`src/rtl/fx3_pkg.sv`:
```
// Shared types and constants for the FX3 multi-thread stream writer.
package fx3_pkg;

  localparam int ADDR_W      = 2;
  localparam int MAX_THREADS = 4;

  typedef enum logic [2:0] {
    IDLE,
    SETUP,
    WAIT,
    SEND,
    PAUSE,
    SHORT,
    NEXT
  } state_t;

  // Round-robin successor of a thread index, wrapping at threads-1.
  function automatic logic [ADDR_W-1:0] next_thread(input logic [ADDR_W-1:0] cur,
                                                     input int threads);
    if (cur >= ADDR_W'(threads - 1)) return '0;
    else return cur + ADDR_W'(1);
  endfunction

endpackage

```
`src/rtl/fx3_flag_sync.sv`:
```
// Single register stage on every FX3 / FIFO input, plus a mux that presents
// the flags of the currently selected thread.
module fx3_flag_sync
  import fx3_pkg::*;
#(
  parameter int THREADS = 2
) (
  input  logic               clk,
  input  logic               rst_n,
  input  logic               enable,
  input  logic               nready,
  input  logic [THREADS-1:0] th_ready,
  input  logic [THREADS-1:0] th_watermark,
  input  logic               almost_empty,
  input  logic [ADDR_W-1:0]  sel,
  output logic               enable_q,
  output logic               nready_q,
  output logic               almost_empty_q,
  output logic               ready_sel,
  output logic               watermark_sel
);

  logic [THREADS-1:0] th_ready_q;
  logic [THREADS-1:0] th_watermark_q;

  // Capture all inputs; reset values read as "not ready / nothing to send".
  always_ff @(posedge clk or negedge rst_n) begin
    if (!rst_n) begin
      enable_q       <= 1'b0;
      nready_q       <= 1'b1;
      almost_empty_q <= 1'b1;
      th_ready_q     <= '0;
      th_watermark_q <= '0;
    end else begin
      enable_q       <= enable;
      nready_q       <= nready;
      almost_empty_q <= almost_empty;
      th_ready_q     <= th_ready;
      th_watermark_q <= th_watermark;
    end
  end

  // Select the captured flags of the active thread.
  always_comb begin
    ready_sel     = 1'b0;
    watermark_sel = 1'b0;
    for (int i = 0; i < THREADS; i++) begin
      if (sel == ADDR_W'(i)) begin
        ready_sel     = th_ready_q[i];
        watermark_sel = th_watermark_q[i];
      end
    end
  end

endmodule

```
`src/rtl/fx3_stream_writer.sv`:
```
// Round-robin FX3 slave-FIFO write controller.
//
//   state | meaning
//   IDLE  | streaming disabled, outputs inactive
//   SETUP | address driven, waiting ADDR_SETUP cycles for thread flags to settle
//   WAIT  | waiting for thread ready, watermark, GPIF ready and sample data
//   SEND  | one word written per cycle
//   PAUSE | sample FIFO underrun inside a packet, write strobe held off
//   SHORT | packet-end strobe held SHORT_HOLD cycles to commit a partial buffer
//   NEXT  | turnaround, advance to the next thread
module fx3_stream_writer
  import fx3_pkg::*;
#(
  parameter int THREADS      = 2,
  parameter int PKT_WORDS    = 8192,
  parameter int ADDR_SETUP   = 3,
  parameter int IDLE_TIMEOUT = 64,
  parameter int SHORT_HOLD   = 2
) (
  input  logic               fx3_clock,
  input  logic               fx3_nReset,
  input  logic               enable,
  input  logic               fx3_nReady,
  input  logic [THREADS-1:0] fx3_thReady,
  input  logic [THREADS-1:0] fx3_thWatermark,
  input  logic               fifoAlmostEmpty,
  output logic [ADDR_W-1:0]  fx3_address,
  output logic               fx3_nWrite,
  output logic               fx3_nShort,
  output logic               fifoRead,
  output logic [15:0]        shortCount,
  output logic               busy
);

  localparam int WC_W = $clog2(PKT_WORDS + 1);
  localparam int SC_W = $clog2(ADDR_SETUP + 1);
  localparam int IC_W = $clog2(IDLE_TIMEOUT + 1);
  localparam int HC_W = $clog2(SHORT_HOLD + 1);

  localparam logic [WC_W-1:0] WC_LAST    = WC_W'(PKT_WORDS - 1);
  localparam logic [SC_W-1:0] SETUP_LAST = SC_W'(ADDR_SETUP - 1);
  localparam logic [IC_W-1:0] IDLE_LAST  = IC_W'(IDLE_TIMEOUT - 1);
  localparam logic [HC_W-1:0] HOLD_LAST  = HC_W'(SHORT_HOLD - 1);

  state_t            state_q, state_d;
  logic [ADDR_W-1:0] sel_q, sel_d;
  logic [WC_W-1:0]   wc_q, wc_d;
  logic [SC_W-1:0]   setup_q, setup_d;
  logic [IC_W-1:0]   idle_q, idle_d;
  logic [HC_W-1:0]   hold_q, hold_d;
  logic [15:0]       short_q, short_d;

  logic en_q, nready_q, ae_q, ready_sel, wm_sel;
  logic flags_ok;

  fx3_flag_sync #(
    .THREADS (THREADS)
  ) u_flag_sync (
    .clk            (fx3_clock),
    .rst_n          (fx3_nReset),
    .enable         (enable),
    .nready         (fx3_nReady),
    .th_ready       (fx3_thReady),
    .th_watermark   (fx3_thWatermark),
    .almost_empty   (fifoAlmostEmpty),
    .sel            (sel_q),
    .enable_q       (en_q),
    .nready_q       (nready_q),
    .almost_empty_q (ae_q),
    .ready_sel      (ready_sel),
    .watermark_sel  (wm_sel)
  );

  assign flags_ok = ready_sel & wm_sel & ~nready_q & ~ae_q;

  // State and counter registers.
  always_ff @(posedge fx3_clock or negedge fx3_nReset) begin
    if (!fx3_nReset) begin
      state_q <= IDLE;
      sel_q   <= '0;
      wc_q    <= '0;
      setup_q <= '0;
      idle_q  <= '0;
      hold_q  <= '0;
      short_q <= '0;
    end else begin
      state_q <= state_d;
      sel_q   <= sel_d;
      wc_q    <= wc_d;
      setup_q <= setup_d;
      idle_q  <= idle_d;
      hold_q  <= hold_d;
      short_q <= short_d;
    end
  end

  // Next-state and counter update.
  always_comb begin
    state_d = state_q;
    sel_d   = sel_q;
    wc_d    = wc_q;
    setup_d = setup_q;
    idle_d  = idle_q;
    hold_d  = hold_q;
    short_d = short_q;
    case (state_q)
      IDLE: begin
        setup_d = '0;
        if (en_q) state_d = SETUP;
      end
      SETUP: begin
        if (setup_q == SETUP_LAST) begin
          setup_d = '0;
          state_d = WAIT;
        end else begin
          setup_d = setup_q + SC_W'(1);
        end
      end
      WAIT: begin
        if (!en_q)         state_d = IDLE;
        else if (flags_ok) state_d = SEND;
      end
      SEND: begin
        // The word written this cycle always makes the packet non-empty, so
        // leaving via SHORT from here never commits a zero-length packet.
        if (wc_q == WC_LAST || !wm_sel) begin
          wc_d    = '0;
          state_d = NEXT;
        end else if (!en_q) begin
          wc_d    = wc_q + WC_W'(1);
          hold_d  = '0;
          state_d = SHORT;
        end else if (ae_q) begin
          wc_d    = wc_q + WC_W'(1);
          idle_d  = '0;
          state_d = PAUSE;
        end else begin
          wc_d    = wc_q + WC_W'(1);
        end
      end
      PAUSE: begin
        if (!ae_q) begin
          idle_d  = '0;
          state_d = SEND;
        end else if (idle_q == IDLE_LAST || !en_q) begin
          idle_d  = '0;
          hold_d  = '0;
          state_d = SHORT;
        end else begin
          idle_d  = idle_q + IC_W'(1);
        end
      end
      SHORT: begin
        if (hold_q == HOLD_LAST) begin
          hold_d  = '0;
          wc_d    = '0;
          state_d = NEXT;
          if (short_q != 16'hFFFF) short_d = short_q + 16'd1;
        end else begin
          hold_d  = hold_q + HC_W'(1);
        end
      end
      NEXT: begin
        sel_d   = next_thread(sel_q, THREADS);
        state_d = en_q ? SETUP : IDLE;
      end
      default: state_d = IDLE;
    endcase
  end

  // Outputs decoded from the next state so they line up with the state register.
  always_ff @(posedge fx3_clock or negedge fx3_nReset) begin
    if (!fx3_nReset) begin
      fx3_nWrite  <= 1'b1;
      fx3_nShort  <= 1'b1;
      busy        <= 1'b0;
      fx3_address <= '0;
    end else begin
      fx3_nWrite  <= (state_d != SEND);
      fx3_nShort  <= (state_d != SHORT);
      busy        <= (state_d != IDLE);
      fx3_address <= sel_d;
    end
  end

  assign fifoRead   = ~fx3_nWrite;
  assign shortCount = short_q;

endmodule

```
`config.mk`:
```
export PLATFORM = sky130hd
export DESIGN_NAME = fx3_stream_writer
export DESIGN_NICKNAME = d
export VERILOG_FILES = /design/src/rtl/fx3_pkg.sv /design/src/rtl/fx3_flag_sync.sv /design/src/rtl/fx3_stream_writer.sv
export SDC_FILE = /design/constraint.sdc
export NUM_CORES = 1
export LEC_CHECK = 0
export ABC_AREA = 1
export CAP_MARGIN = 30
export CORE_ASPECT_RATIO = 0.75
export CORE_MARGIN = 5
export CORE_UTILIZATION = 62
export DETAILED_ROUTE_END_ITERATION = 10
export PLACE_DENSITY_LB_ADDON = 0.3
export SLEW_MARGIN = 20
export SYNTH_ARGS = -nofsm -noshare
export SYNTH_HDL_FRONTEND = slang
export SYNTH_SLANG_ARGS = --single-unit
export TNS_END_PERCENT = 30
```
`constraint.sdc`:
```
create_clock -name fx3_clock -period 5.4 [get_ports fx3_clock]
set_clock_uncertainty 0.15 [all_clocks]
set_input_delay 1.08 -clock fx3_clock [delete_from_list [all_inputs] [get_ports fx3_clock]]
set_output_delay 1.08 -clock fx3_clock [all_outputs]
set_load 0.02 [all_outputs]
```
==> metrics <==
Yosys top cell area share between 40 and 50%; Mapped Cells 425; max capacitance violation total 0; CP peak stage delay approximately 600 ps; number of synthesized flops with an enable pin 0; Nets 474; die extent in y ~72 um; overall power 1250 uW; crit path max fanout 2; total grt overflow 0; DR iter-0 viols about 220; Final setup viols 0; Hold/Removal Path Class reg2reg; vias in the first global route 2838; part of the power in the clock network 22.3%; CTS tree built; CTS max path bufs 2; Top FF cell, synth dfrtp_1; synth unique cells 33; Final min period 2690 ps; vias per cell 5.34; Final period util between 40% and 50%; PD cells between 300 and 400 nW/um^2; RSZ-0062 raised after global routing false; # hold bufs at CTS 0; mean cell area of the mapped netlist ~7.5 um^2; Detailed Routing Iterations Pass 1 4; Setup crit end kind output port; Die X-Extent between 90 and 100 um; worst-skew pair later-pin latency 310 ps; Post-DRT Antenna Nets 0; Sink Count 56; slew of the pin with the lowest slew margin 712 ps; crit-path cells clkdlybuf4s50_1; Internal between 700 and 800 uW; status finished clean; IO buf count 30; Seq/Total Area, Yosys 44.3%; DP HPWL a little over 5 mm; leading area contributor after synthesis dfrtp_1; register clock-pin slew on the reported worst setup and hold paths 100 ps; antenna violations before repair 0; syn_nets 440; CTS H-tree lvls 2; CP Launch Type flop; worst path buffer plus inverter count 1; Comb power frac 34.7%; Rows 22; Ports 31; global-route wire length before repair 12.3 mm; layout cells sized above 1 8.91%; total CTS buffers 5; most frequent cell after synthesis nand2_1; register bit total from synthesis 56; WP data arrival 1460 ps; fillers 380; Slew Viols, Final 0; max_slew headroom a little over half; CP top delay family buffers and inverters; switching fraction of total power 38.5%; setup TNS 0 ps; vias 2776; Worst path slowest cell clkdlybuf4s50_1; Seq pwr share 43.0%; leakage power roughly 0.0018 uW; GRT Util Overall between 20% and 30%; DR WL/cell 13.4 um; die area 6670 um^2; initial core utilization 64.4%; Worst Setup Path Type reg2out; switching pwr around 480 uW; ant diodes 0; setup repair bufs after CTS 0; Synth top cells by count 127 x nand2_1, 52 x dfrtp_1, 51 x nor2_1, 50 x nand3_1, 45 x inv_1; core area 4930 um^2; mapped cell area approximately 3200 um^2; routed wire length 6.99 mm; Peak VDD IR 0.000291 V; Critical Path RT 4170 ps; RD Place Congestion 0.874; Resize count post-CTS 0; Root Buffer clkbuf_8; Area Growth Syn to Fin 14.3%; largest net degree at the start of global routing 57; warning count from the yosys run 0; DRC Markers 0; Area contributors post-synth dfrtp_1 41%, nand2_1 15%, nand3_1 7.9%; asr flop ratio synth 100%; fmax 372 MHz; final hold vios 0
power by group through the flow:
stage / clock network [uW] / logic (uW) / registers (uW)
global placement: 0 / 411 / 539
floorplan: 0 / 267 / 563
global route: 305 / 489 / 547
finish: 280 / 434 / 538
detailed placement: 0 / 428 / 544
CTS: 283 / 432 / 536
cells by family (layout without fill, tap and decap cells):
group | Yosys count | in the layout | synth area share (%)
compound gates | 31 | 31 | 5.91
fa+ha+maj | 6 | 6 | 2.36
flops | 56 | 56 | 44.3
simple gates | 255 | 255 | 35.1
buf+inv | 60 | 95 | 7.68
xor+xnor | 17 | 17 | 4.69
flip-flops by register name, summed over array words and instances (netlist names):
name and flops:
shortCount 16, wc_q 14, idle_q 7, state_q 3, fx3_address 2, hold_q 2
setup_q 2, u_flag_sync.th_ready_q 2, u_flag_sync.th_watermark_q 2, busy 1, fx3_nShort 1, fx3_nWrite 1
u_flag_sync.almost_empty_q 1, u_flag_sync.enable_q 1, u_flag_sync.nready_q 1
routing by layer:
layer  wire length (um)  vias up  track usage (%)  part of all wire (%)
li1                   -     1415                -                     -
met1               3290     1274             31.0                    47
met2               3230       76             36.3                    46
met3                378       11             4.87                   5.4
met4                 98        0             7.32                   1.4
met5                  0        -                0                     0
layout by cell type (no fill, tap or decap):
cell,netlist,layout
clkinvlp_4,0,1
a31oi_1,1,1
o21ai_2,5,5
bufinv_16,0,1
clkinv_2,0,1
xor2_1,16,16
dfrtp_1,52,52
nor2_2,1,1
xnor2_1,1,1
o21ai_0,5,5
clkdlybuf4s50_1,0,29
buf_4,1,1
nand3_1,50,50
o2111ai_1,1,1
nand2_2,1,1
nor3_2,1,1
or2_1,1,1
nand4_1,8,8
nand2_1,127,127
inv_1,45,45
nor2_1,51,51
ha_1,6,6
o22ai_1,1,1
a21oi_1,4,4
o21ai_1,13,13
nor2_4,1,1
nand2_4,1,1
or2_2,1,1
nand3_2,3,3
buf_2,0,1
or2_0,1,1
clkbuf_8,0,5
dfstp_2,4,4
o31ai_2,1,1
nor3_1,7,7
nor3_4,1,1
inv_2,11,11
worst paths after layout:
kind | start | to | slack, ps | depth (start not counted)
worst max-delay path | fx3_nWrite | fx3_nWrite | 2710 | 1
worst min register to register | setup_q[0] | setup_q[1] | 370 | 2
max in group asynchronous | fx3_nReset | wc_q[11] | 3900 | 2
min in group asynchronous | fx3_nReset | fx3_address[0] | 750 | 2
worst min-delay path | setup_q[0] | setup_q[1] | 370 | 2
worst max register to register | shortCount[0] | shortCount[4] | 3290 | 8
final cells by class:
cell class                      count  area [um^2]  area share (%)
Multi-Input combinational cell    309         1530            42.0
Sequential cell                    56         1410            38.7
Timing Repair Buffer               31          303            8.34
Inverter                           56          210            5.79
Tap cell                           60         75.1            2.07
Clock buffer                        5         68.8            1.90
Clock inverter                      3         42.5            1.17
metrics by stage:
stage,instance area (um^2),util (%),worst slack (ps),cells,hold WS [ps]
floorplan,3180,-,3460,425,313
global placement,3520,71.4,3070,512,327
detailed placement,3520,71.4,3060,512,352
CTS,3630,73.7,2700,520,370
global route,3630,73.7,2650,520,398
finish,3630,73.7,2710,520,370
Note: power is estimated with default switching activity, not from simulation.
